==> config.mk <==
export PLATFORM = sky130hd
export DESIGN_NAME = switch_in_arbiter
export DESIGN_NICKNAME = d
export VERILOG_FILES = /design/src/rtl/switch_in_arbiter.sv
export SDC_FILE = /design/constraint.sdc
export NUM_CORES = 1
export LEC_CHECK = 0
export BUFFER_PORTS_ARGS = -buffer_cell sky130_fd_sc_hd__buf_2
export CORE_MARGIN = 2
export CORE_UTILIZATION = 39
export CTS_CLUSTER_SIZE = 10
export DETAILED_ROUTE_END_ITERATION = 16
export GPL_TIMING_DRIVEN = 0
export PLACE_DENSITY = 0.75
export SETUP_SLACK_MARGIN = 0.3
export SLEW_MARGIN = 20
export SYNTH_ARGS = -nofsm -noshare
export SYNTH_HDL_FRONTEND = slang
export SYNTH_SLANG_ARGS = --single-unit
==> constraint.sdc <==
create_clock -name clk -period 1.87 [get_ports clk]
set_input_delay 0.0935 -clock clk [delete_from_list [all_inputs] [get_ports clk]]
set_output_delay 0.0935 -clock clk [all_outputs]
set_load 0.1 [all_outputs]
==> src/rtl/switch_in_arbiter.sv <==
// Round-robin ingress arbiter for the switch. NUM_REQ requesters share the
// single vld/addr/data ingress. Each grant lasts for up to BURST_LEN beats.
// Accepted beats pass through one registered output stage that honours
// downstream backpressure (out_rdy).
module switch_in_arbiter #(
  parameter int NUM_REQ    = 4,
  parameter int ADDR_WIDTH = 8,
  parameter int DATA_WIDTH = 16,
  parameter int BURST_LEN  = 4
) (
  input  logic                          clk,
  input  logic                          rstn,
  input  logic [NUM_REQ-1:0]            req_vld,
  input  logic [NUM_REQ*ADDR_WIDTH-1:0] req_addr,
  input  logic [NUM_REQ*DATA_WIDTH-1:0] req_data,
  output logic [NUM_REQ-1:0]            req_rdy,
  output logic                          out_vld,
  output logic [ADDR_WIDTH-1:0]         out_addr,
  output logic [DATA_WIDTH-1:0]         out_data,
  input  logic                          out_rdy,
  output logic                          gnt_vld,
  output logic [$clog2(NUM_REQ)-1:0]    gnt_id
);

  localparam int IDW = $clog2(NUM_REQ);
  localparam int CW  = (BURST_LEN > 1) ? $clog2(BURST_LEN) : 1;

  typedef enum logic {IDLE, GRANT} state_t;

  state_t         state;
  logic [IDW-1:0] ptr;
  logic [CW-1:0]  beat_cnt;

  logic           out_stage_free;
  logic           accept;
  logic           win_found;
  logic [IDW-1:0] win_id;
  logic [IDW-1:0] next_ptr;

  assign gnt_vld        = (state == GRANT);
  assign out_stage_free = !out_vld || out_rdy;
  assign accept         = gnt_vld && req_vld[gnt_id] && out_stage_free;
  assign next_ptr       = (gnt_id == IDW'(NUM_REQ - 1)) ? '0 : gnt_id + 1'b1;

  // Only the current grantee sees ready, and only when the output stage can take a beat.
  always_comb begin
    // NOTE: every always_comb output gets a default first so no path leaves it unassigned (no latch).
    req_rdy = '0;
    if (gnt_vld && out_stage_free) req_rdy[gnt_id] = 1'b1;
  end

  // Round-robin search: first valid requester at or after ptr, wrapping modulo NUM_REQ.
  always_comb begin
    int idx;
    idx       = 0;
    win_found = 1'b0;
    win_id    = '0;
    // Walk from farthest to nearest so the nearest hit is written last.
    for (int k = NUM_REQ - 1; k >= 0; k--) begin
      idx = (int'(ptr) + k) % NUM_REQ;
      if (req_vld[IDW'(idx)]) begin
        win_found = 1'b1;
        win_id    = IDW'(idx);
      end
    end
  end

  // Grant FSM: IDLE arbitrates (one bubble cycle), GRANT streams a burst.
  always_ff @(posedge clk or negedge rstn) begin
    if (!rstn) begin
      state    <= IDLE;
      ptr      <= '0;
      beat_cnt <= '0;
      gnt_id   <= '0;
    end else begin
      // NOTE: sequential state uses non-blocking assignments so every register samples pre-edge values.
      case (state)
        IDLE: begin
          if (win_found) begin
            state    <= GRANT;
            gnt_id   <= win_id;
            beat_cnt <= '0;
          end
        end
        GRANT: begin
          if (!req_vld[gnt_id]) begin
            // Early release, whether or not the output stage is stalled.
            state <= IDLE;
            ptr   <= next_ptr;
          end else if (accept) begin
            if (beat_cnt == CW'(BURST_LEN - 1)) begin
              state    <= IDLE;
              ptr      <= next_ptr;
              beat_cnt <= '0;
            end else begin
              beat_cnt <= beat_cnt + 1'b1;
            end
          end
        end
        default: state <= IDLE;
      endcase
    end
  end

  // Output register: load on an accepted beat, drain when downstream is ready, else hold.
  always_ff @(posedge clk or negedge rstn) begin
    if (!rstn) begin
      out_vld  <= 1'b0;
      out_addr <= '0;
      out_data <= '0;
    end else if (accept) begin
      out_vld  <= 1'b1;
      out_addr <= req_addr[int'(gnt_id)*ADDR_WIDTH +: ADDR_WIDTH];
      out_data <= req_data[int'(gnt_id)*DATA_WIDTH +: DATA_WIDTH];
    end else if (out_rdy) begin
      out_vld  <= 1'b0;
    end
  end

endmodule

[After elaboration in Yosys (flattened, before gate mapping)]
Index checks and enable logic that the tools add are counted.
Word-level totals
  flip-flop bits (word level): 32
  bits of input ports: 103
  output and inout bits: 32
  word-level logic and storage cells: 79
Cells by class
  add/subtract/negate cells: 5
  $lt $le $gt $ge: 6
  eq/ne operators: 7
  shifts and indexed selects: 2
  mux-type cells: 41
  bitwise operators: 1
  reduce and logical (&&, ||, !) cells: 10
Operators by type and width (count)
  $shiftx 64x7->16: 1
  $shiftx 32x6->8: 1
  $mux 2: 12
  $mux 1: 20
  $lt 2x4->1 const B: 4
  $bmux 1 s2: 5
  $add 2x1->2 const B: 3
  $ne 2x1->1 const B: 3
  $reduce_and 3->1: 2
  $add 2x2->2 const B: 2
  $eq 2x2->1 const B: 2
  $logic_and 1x1->1: 4
  $mux 4: 1
  $ne 2x2->1 const B: 2
  $pmux 2 s2: 1
  $lt 2x3->1 const B: 1
  $demux 1 s2: 1
  $ge 2x1->1 const B: 1
  $pmux 1 s2: 1
  $reduce_and 2->1: 1
  $reduce_bool 2->1: 1
  $logic_not 1->1: 1
  $logic_or 1x1->1: 1
  $not 1->1: 1

[Longest topological paths before layout]
Gate-level depths: netlist of run 1.
  word-level depth: 10
  depth in mapped cells: 6
  mapped depth without buffers: 4

[Least setup slack after synthesis of run 1]
OpenSTA, ideal clock, no wires.
  path kind: register to register
  from: reg gnt_id[0]
  to: reg out_data[10]
  setup time: 0.125 ns
  arrival: 2.432 ns
  required time: 1.745 ns
  setup slack: -0.687 ns
  cell stages (with the launch flop): 5
  path buffers: 2
  period minus slack after synthesis: 2.557 ns
  path through: dfrtp_1 -> buf_2 -> buf_2 -> mux4_2 -> mux2_4
On the way
  longest elaborated chain between the ends: 4
  elaborated cells on any way between the ends: 5
  classes of those cells: shift (1); mux (2); reduce/logical (2)
RTL lines
  from (decl): line 22  | output logic [$clog2(NUM_REQ)-1:0] gnt_id
  from (signal assigned): line 81  | gnt_id <= win_id;
  parallel branches: the longest is 4 deep, another holds $shiftx 64x7->16
  to (signal assigned): line 114  | out_data <= req_data[int'(gnt_id)*DATA_WIDTH +: DATA_WIDTH];
  to (decl): line 19  | output logic [DATA_WIDTH-1:0] out_data,
Parallel ways; which one is timed is not known. The select of a mux whose other input is x is not followed.
A chain may end at the register's enable or synchronous reset.

[Worst setup path in the final report of run 1]
  from: reg gnt_id[1]
  to: reg ptr[0]
On the way
  longest elaborated chain between the ends: 6
  elaborated cells on any way between the ends: 12
  classes of those cells: eq/ne (3); mux (6); reduce/logical (3)
RTL lines
  $bmux 1 s2: line 42, 86
  $mux 1 (not written as such): line 42, 86
  $logic_and 1x1->1 (2 in a row): line 42  | assign accept = gnt_vld && req_vld[gnt_id] && out_stage_free;
  $ne 2x2->1 (no source line)
  $reduce_and 3->1 (no source line)
  to (signal assigned): line 89  | ptr <= next_ptr;
  to (signal assigned): line 93  | ptr <= next_ptr;
  to (decl): line 31  | logic [IDW-1:0] ptr;
Several ways; a longest one is shown, not always the timed one. The select of a mux whose other input is x is not followed.

==> results of run 1 <==
==> layout by cell type, fill, tap and decap left out, drive strengths merged <==
cell and count:
o22ai 1, buf 157, dfrtp 32, or2 1, nand2 3, nor4 1
inv 3, nor2 3, clkbuf 10, bufinv 1, mux2i 2, and3 4
and2 2, o31ai 1, o21ai 6, nor2b 1, mux2 26, clkinv 2
a21oi 3, nand2b 2, nand3 4, dlygate4sd3 1, ha 5, or4 1
mux4 25
==> cell usage after synthesis <==
cell	number
o21ai_0	5
a21oi_1	3
nor2b_1	1
ha_1	5
mux4_2	25
clkbuf_1	4
nor4_1	1
nand2b_1	2
o22ai_1	1
and3_1	4
mux2_4	18
buf_2	3
buf_6	1
dfrtp_1	32
buf_12	2
nand3_4	1
or2_2	1
inv_1	4
o31ai_1	1
and2_1	2
nand3_1	3
mux2i_1	2
nand2_1	3
nor2_1	3
mux2_2	8
o21ai_1	1
or4_1	1
==> layer usage <==
layer / GRT usage [%] / share of wire (%)
met2: 37.8 / 55
met5: 0 / 0
met1: 26.9 / 39
met4: 3.57 / 1.3
met3: 4.00 / 4.5
==> stage by stage <==
stage               instance area (sq um)  std cells  setup TNS (ns)  utilization, %
floorplan                            2170        137           -4.81               -
global placement                     2920        341           -1.54            56.9
detailed placement                   2920        341           -1.89            56.9
CTS                                  3340        365               0            64.9
global route                         3390        367          -0.354            65.9
finish                               3390        367       -0.000661            65.9
==> cell families after synthesis <==
logic type	synth area share (%)
multiplexers	45.1
flip-flops	38.3
AND/OR/NAND/NOR	6.28
buffers and inverters	4.60
AO/OA/AOI/OAI	2.81
adder cells (fa/ha/maj)	2.99
==> sequential cells by signal, summed over array words and instances (netlist names) <==
| register | cells |
|---|---|
| out_addr | 8 |
| ptr | 2 |
| gnt_vld | 1 |
| out_vld | 1 |
| out_data | 16 |
| gnt_id | 2 |
| beat_cnt | 2 |
==> path summary, 6_finish.rpt <==
path / from / cells after the start / endpoint
worst max-delay path: gnt_id[1] / 4 / ptr[0]
worst min-delay path: req_vld[3] / 3 / gnt_id[1]
worst max register to register: gnt_id[1] / 4 / ptr[0]
worst min register to register: out_data[15] / 1 / out_data[15]
max in group asynchronous: rstn / 2 / gnt_id[0]
min in group asynchronous: rstn / 2 / gnt_vld
==> timing repair <==
action,CTS,global route
hold endpoints to repair,32,0
buffers inserted,14,2
endpoints found under the setup margin,32,34
resized for setup,40,10
gates cloned,1,0
hold buffers,1,0
pin swaps,2,0
==> worst reg2reg max path, delay by kind of cell (launching register included) <==
family	cells	cell delay, ns
multiplexers	2	0.86
flip-flops	1	0.48
AO/OA/AOI/OAI	1	0.29
buffers and inverters	1	0.13
==> final cells by class <==
class	count	area, sq um	share of cell area (%)
clock buffer	6	72.6	2.14
clock inverter	2	35.0	1.03
timing repair buffer	152	905	26.7
tap	70	87.6	2.59
sequential	32	813	24.0
buffer	10	151	4.47
multi-input combinational	91	1290	38.0
inverter	4	35.0	1.03
==> flow_metrics.env, run 1 <==
export IMPL_drt_iter0_markers=34
export IMPL_hpwl_um=4530
export IMPL_globalRouteTotalUtil_pct=21.1
export IMPL_start_util_pct=40.7
export IMPL_htree_levels=2
export IMPL_rsz0062_at_grt="yes"
export IMPL_area_growth_pct=61.7
export IMPL_root_buffer="clkbuf_8"
export IMPL_firstDrtPassIters=4
export IMPL_worst_path_buf_inv=1
export IMPL_placement_io_buffers=134
export IMPL_end_kind="register"
export IMPL_clk_pin_slew_ns=0.07
export IMPL_min_period_over_period_pct=100
export IMPL_postRouteAntennaNets=0
export IMPL_synth_top_area_share_pct=38.3
export IMPL_die_w_um=77.3
export IMPL_cp_required_ns=2.03
export IMPL_crit_slowest_cell="dfrtp_4"
export IMPL_tightest_slew_ns=0.735
export IMPL_ys_seq_elements=32
export IMPL_yosysSeqAreaShare_pct=38.3
export IMPL_die_y_um=77.3
export IMPL_die_area_sq_um=5970
export IMPL_antenna_found_initial=0
export IMPL_gp_congestion=0.760
export IMPL_core_sq_um=5140
export IMPL_fin_skew_ns=0.00715
export IMPL_num_vias=1835
export IMPL_cts_buffers_inserted=5
export IMPL_rrSetupSlack_ns=-0.0007
export IMPL_critical_path_cell_chain="buf_8 > mux4_2 > o21ai_1 > mux2_2"
export IMPL_post_place_ws_ns=-0.138
export IMPL_synthCells=137
export IMPL_core_rowCount=26
export IMPL_drive_above_1_share_pct=79.5
export IMPL_ys_warn_count=0
export IMPL_setup_ws_ns=-0.000661
export IMPL_cts_tree="done"
export IMPL_cp_max_fo=4
export IMPL_hold_slack_ns=0.172
export IMPL_critical_path_class="reg -> reg"
export IMPL_yosysTopAreaCell="dfrtp_1"
export IMPL_grt_max_degree=33
export IMPL_crit_path_max_incr_delay_ns=0.48
export IMPL_io_pins=135
export IMPL_violations="negative setup slack"
export IMPL_routed_wl_um=6180
export IMPL_syn_avg_cell_area_sq_um=15.3
export IMPL_cp_start_kind="register"
export IMPL_n_antenna_cell=0
export IMPL_drc=0
export IMPL_min_period_ns=1.87
export IMPL_overflow=0
export IMPL_maxCapViolations=0
export IMPL_status="finished with violations"
export IMPL_syn_nets=245
export IMPL_vias_per_cell=5.00
export IMPL_setup_viol=1
export IMPL_finalHoldViolations=0
export IMPL_slew_violations=0
export IMPL_hold_class="in -> reg"
export IMPL_grt_pass1_vias=2007
export IMPL_synth_area_top_cells="dfrtp_1 (38%), mux4_2 (27%), mux2_4 (13%)"
export IMPL_nNetsFinal=404
export IMPL_clock_sinks=32
export IMPL_clock_fmax_mhz=535
export IMPL_clock_path_buffers=2
export IMPL_critPathArrivalTime_ns=2.03
export IMPL_fill_cells=407
export IMPL_cp_top_family="multiplexers"
export IMPL_slew_limit_headroom_pct=51.0
export IMPL_ys_types=27
export IMPL_wl_per_cell_um=16.8
export IMPL_clkLatencyLatePin_ns=0.28
export IMPL_netlist_area_sq_um=2090
export IMPL_grt_pass1_wl_um=9880
Power of run 1 is not shown: default switching activity piles up to over one toggle a cycle in this logic, so the estimate is an artifact.
==> run 2: changes to the inputs <==
--- a/config.mk
+++ b/config.mk
@@ -6,13 +6,14 @@
 export NUM_CORES = 1
 export LEC_CHECK = 0
 export BUFFER_PORTS_ARGS = -buffer_cell sky130_fd_sc_hd__buf_2
+export CORE_ASPECT_RATIO = 0.75
 export CORE_MARGIN = 2
 export CORE_UTILIZATION = 39
 export CTS_CLUSTER_SIZE = 10
 export DETAILED_ROUTE_END_ITERATION = 16
-export GPL_TIMING_DRIVEN = 0
 export PLACE_DENSITY = 0.75
 export SETUP_SLACK_MARGIN = 0.3
+export SKIP_CTS_REPAIR_TIMING = 1
 export SLEW_MARGIN = 20
 export SYNTH_ARGS = -nofsm -noshare
 export SYNTH_HDL_FRONTEND = slang
==> flow_metrics.env, run 2 (same netlist as run 1, synthesis figures left out) <==
export IMPL_cp_start_kind="register"
export IMPL_slew_limit_headroom_pct=53.0
export IMPL_fin_skew_ns=0.00719
export IMPL_vias_per_cell=5.02
export IMPL_die_y_um=67.4
export IMPL_die_area_sq_um=5980
export IMPL_antenna_found_initial=0
export IMPL_use_met2_pct=27.2
export IMPL_drt_iter0_markers=64
export IMPL_instances_no_fill=360
export IMPL_regMostFlops="out_data"
export IMPL_maxCapViolations=0
export IMPL_cp_required_ns=2.03
export IMPL_clk_pin_slew_ns=0.06
export IMPL_place_inst=341
export IMPL_nNetsFinal=392
export IMPL_clock_fmax_mhz=577
export IMPL_grt_max_degree=33
export IMPL_drc=0
export IMPL_gp_congestion=0.733
export IMPL_globalRouteTotalUtil_pct=16.8
export IMPL_critPathArrivalTime_ns=1.89
export IMPL_final_cell_mix="buf_2 (130), dfrtp_1 (28), mux4_2 (25)"
export IMPL_clock_sinks=32
export IMPL_rsz0062_at_grt="yes"
export IMPL_min_period_ns=1.73
export IMPL_grt_pass1_wl_um=7600
export IMPL_critical_path_class="reg -> reg"
export IMPL_grtUsageMet3_pct=4.03
export IMPL_core_rowCount=23
export IMPL_tightest_slew_ns=0.706
export IMPL_io_pins=135
export IMPL_fill_cells=449
export IMPL_hold_slack_ns=0.161
export IMPL_wl_per_cell_um=15.6
export IMPL_clock_path_buffers=2
export IMPL_core_sq_um=5270
export IMPL_htree_levels=2
export IMPL_n_antenna_cell=0
export IMPL_cts_buffers_inserted=5
export IMPL_cp_max_fo=9
export IMPL_overflow=0
export IMPL_hold_class="in -> reg"
export IMPL_hpwl_um=4170
export IMPL_clkLatencyLatePin_ns=0.28
export IMPL_status="complete, no violations"
export IMPL_grt_pass1_vias=1615
export IMPL_root_buffer="clkbuf_8"
export IMPL_reg_top3="out_data: 16 flops, out_addr: 8 flops"
export IMPL_finalSetupTns_ns=0
export IMPL_die_w_um=88.6
export IMPL_setup_viol=0
export IMPL_area_growth_pct=54.0
export IMPL_slew_violations=0
export IMPL_met1_usage_pct=23.1
export IMPL_largest_reg_flops=16
export IMPL_routed_wl_um=5600
export IMPL_min_period_over_period_pct=92.6
export IMPL_final_common_cell="buf_2"
export IMPL_cts_tree="done"
export IMPL_busiest_layer="met2"
export IMPL_start_util_pct=39.7
export IMPL_post_route_util_pct=61.2
export IMPL_postRouteAntennaNets=0
export IMPL_placement_io_buffers=134
export IMPL_num_vias=1808
export IMPL_end_kind="register"
export IMPL_drive_above_1_share_pct=77.5
export IMPL_finalHoldViolations=0
export IMPL_firstDrtPassIters=4
## run 2: cell types whose count changed in the layout (fill, tap and decap cells not counted), sizes merged
cell    before  now
buf        157  147
clkbuf      10    8
clkinv       2    1
inv          3    4
## run 2: routing by layer
layer / part of all wire [%] / vias to the layer above
li1: - / 834
met5: 0 / -
met4: 1.4 / 0
met2: 47 / 95
met1: 45 / 873
met3: 7.1 / 6
## run 2: layout make-up
cell class / instances / area [sq um] / area share, %
clock buffers: 6 / 72.6 / 2.25
clock inverters: 2 / 35.0 / 1.09
inverters: 4 / 20.0 / 0.621
multi-input cells: 91 / 1220 / 37.9
flip-flops and latches: 32 / 813 / 25.2
well taps: 75 / 93.8 / 2.91
repair buffers: 150 / 967 / 30.0
## run 2: critical path, cell delays in order, from the launching register on
cell	delay (ns)
dfrtp_4	0.42
mux4_2	0.58
nand3_4	0.13
buf_12	0.15
mux2_2	0.33
## run 2: worst paths after layout
path                            cells after the start  slack [ns]           end        start
min in group asynchronous                           2        0.40  out_data[13]         rstn
worst max register to register                      4        0.14   out_data[1]    gnt_id[1]
worst max-delay path                                4        0.14   out_data[1]    gnt_id[1]
worst min-delay path                                3        0.16     gnt_id[1]   req_vld[3]
worst min register to register                      1        0.50   out_addr[6]  out_addr[6]
max in group asynchronous                           2        0.94     gnt_id[0]         rstn
## run 2: per-stage QoR
step	setup slack (ns)	area (sq um)
after floorplan	-0.217	2170
after global placement	0.152	2930
after detailed placement	0.110	2930
after CTS	-0.0167	3040
after global routing	0.0828	3220
final	0.138	3220
Power of run 2 is left out for the same reason.
==> run 3: changes to the inputs <==
--- a/config.mk
+++ b/config.mk
@@ -12,6 +12,7 @@
 export CTS_CLUSTER_SIZE = 10
 export DETAILED_ROUTE_END_ITERATION = 16
 export PLACE_DENSITY = 0.75
+export RECOVER_POWER = 100
 export SETUP_SLACK_MARGIN = 0.3
 export SKIP_CTS_REPAIR_TIMING = 1
 export SLEW_MARGIN = 20
==> flow_metrics.env, run 3 (same netlist as run 1, synthesis figures left out) <==
export IMPL_tightest_slew_ns=1.18
export IMPL_cp_required_ns=2.02
export IMPL_antenna_found_initial=0
export IMPL_cts_tree="done"
export IMPL_critPathArrivalTime_ns=1.90
export IMPL_clock_sinks=32
export IMPL_slew_violations=0
export IMPL_drc=0
export IMPL_clk_pin_slew_ns=0.06
export IMPL_core_rowCount=23
export IMPL_hpwl_um=4170
export IMPL_final_cell_mix="buf_2 (101), dfrtp_1 (29), mux4_2 (25)"
export IMPL_clkLatencyLatePin_ns=0.28
export IMPL_min_period_over_period_pct=93.6
export IMPL_wl_per_cell_um=15.5
export IMPL_placement_io_buffers=134
export IMPL_routed_wl_um=5570
export IMPL_critical_path_class="reg -> reg"
export IMPL_place_area_sq_um=2930
export IMPL_final_cell_area_sq_um=3090
export IMPL_clock_path_buffers=2
export IMPL_postRouteAntennaNets=0
export IMPL_firstDrtPassIters=4
export IMPL_rsz0062_at_grt="yes"
export IMPL_final_common_cell="buf_2"
export IMPL_htree_levels=2
export IMPL_regMostFlops="out_data"
export IMPL_nNetsFinal=392
export IMPL_cts_buffers_inserted=5
export IMPL_die_area_sq_um=5980
export IMPL_fin_skew_ns=0.00811
export IMPL_status="complete, no violations"
export IMPL_globalRouteTotalUtil_pct=16.8
export IMPL_hold_class="in -> reg"
export IMPL_start_util_pct=39.7
export IMPL_finalHoldViolations=0
export IMPL_min_period_ns=1.75
export IMPL_clock_fmax_mhz=571
export IMPL_setup_viol=0
export IMPL_drive_above_1_share_pct=63.9
export IMPL_cp_start_kind="register"
export IMPL_io_pins=135
export IMPL_slew_limit_headroom_pct=21.3
export IMPL_drt_iter0_markers=73
export IMPL_root_buffer="clkbuf_8"
export IMPL_die_w_um=88.6
export IMPL_n_antenna_cell=0
export IMPL_maxCapViolations=0
export IMPL_reg_top3="out_data: 16 flops, out_addr: 8 flops"
export IMPL_grt_pass1_vias=1615
export IMPL_grt_max_degree=33
export IMPL_cp_max_fo=8
export IMPL_num_vias=1787
export IMPL_core_sq_um=5270
export IMPL_gp_congestion=0.733
export IMPL_vias_per_cell=4.96
export IMPL_overflow=0
export IMPL_area_growth_pct=47.6
export IMPL_end_kind="register"
export IMPL_grt_pass1_wl_um=7600
export IMPL_largest_reg_flops=16
export IMPL_die_y_um=67.4
==> run 3: cell count changes in the layout (fill, tap and decap cells not counted), sizes merged <==
| cell | delta |
|---|---|
| clkbuf | +27 |
| buf | -27 |
==> run 3: per-layer routing <==
layer	track usage, %	vias up	share of wire (%)
li1	-	832	-
met1	23.1	858	45
met2	27.2	91	47
met3	4.03	6	7.3
met4	3.98	0	1.4
met5	0	-	0
==> run 3: final timing paths <==
check | from | endpoint | cells after the start | slack (ns)
min in group asynchronous | rstn | out_data[13] | 2 | 0.42
max reg2reg | gnt_id[1] | out_data[12] | 4 | 0.12
min reg2reg | out_addr[6] | out_addr[6] | 1 | 0.49
min | req_vld[3] | gnt_id[1] | 3 | 0.16
max in group asynchronous | rstn | gnt_id[0] | 2 | 0.86
max | gnt_id[1] | out_data[12] | 4 | 0.12
==> run 3: layout make-up <==
| type | count | area, sq um |
|---|---|---|
| well taps | 75 | 93.8 |
| repair buffers | 150 | 892 |
| fillers | 483 | 2180 |
| inverters | 4 | 20.0 |
| clock inverters | 2 | 35.0 |
| flip-flops and latches | 32 | 810 |
| multi-input cells | 91 | 1170 |
| clock buffers | 6 | 72.6 |
==> run 3: critical path, stage by stage, from the launching register on <==
cell	delay, ns
dfrtp_4	0.42
mux4_2	0.58
nand3_4	0.13
clkbuf_16	0.17
mux2_1	0.32
==> run 3: per-stage QoR <==
step	setup TNS [ns]	hold slack, ns	util (%)	setup slack, ns	instances
final	0	0.163	58.7	0.120	360
after global routing	0	0.165	58.7	0.0626	360
after CTS	-0.0169	-0.118	57.8	-0.0167	349
after detailed placement	0	0.192	55.7	0.110	341
after global placement	0	0.188	55.7	0.152	341
after floorplan	-4.81	-0.202	-	-0.217	137
Power of run 3 is left out for the same reason.
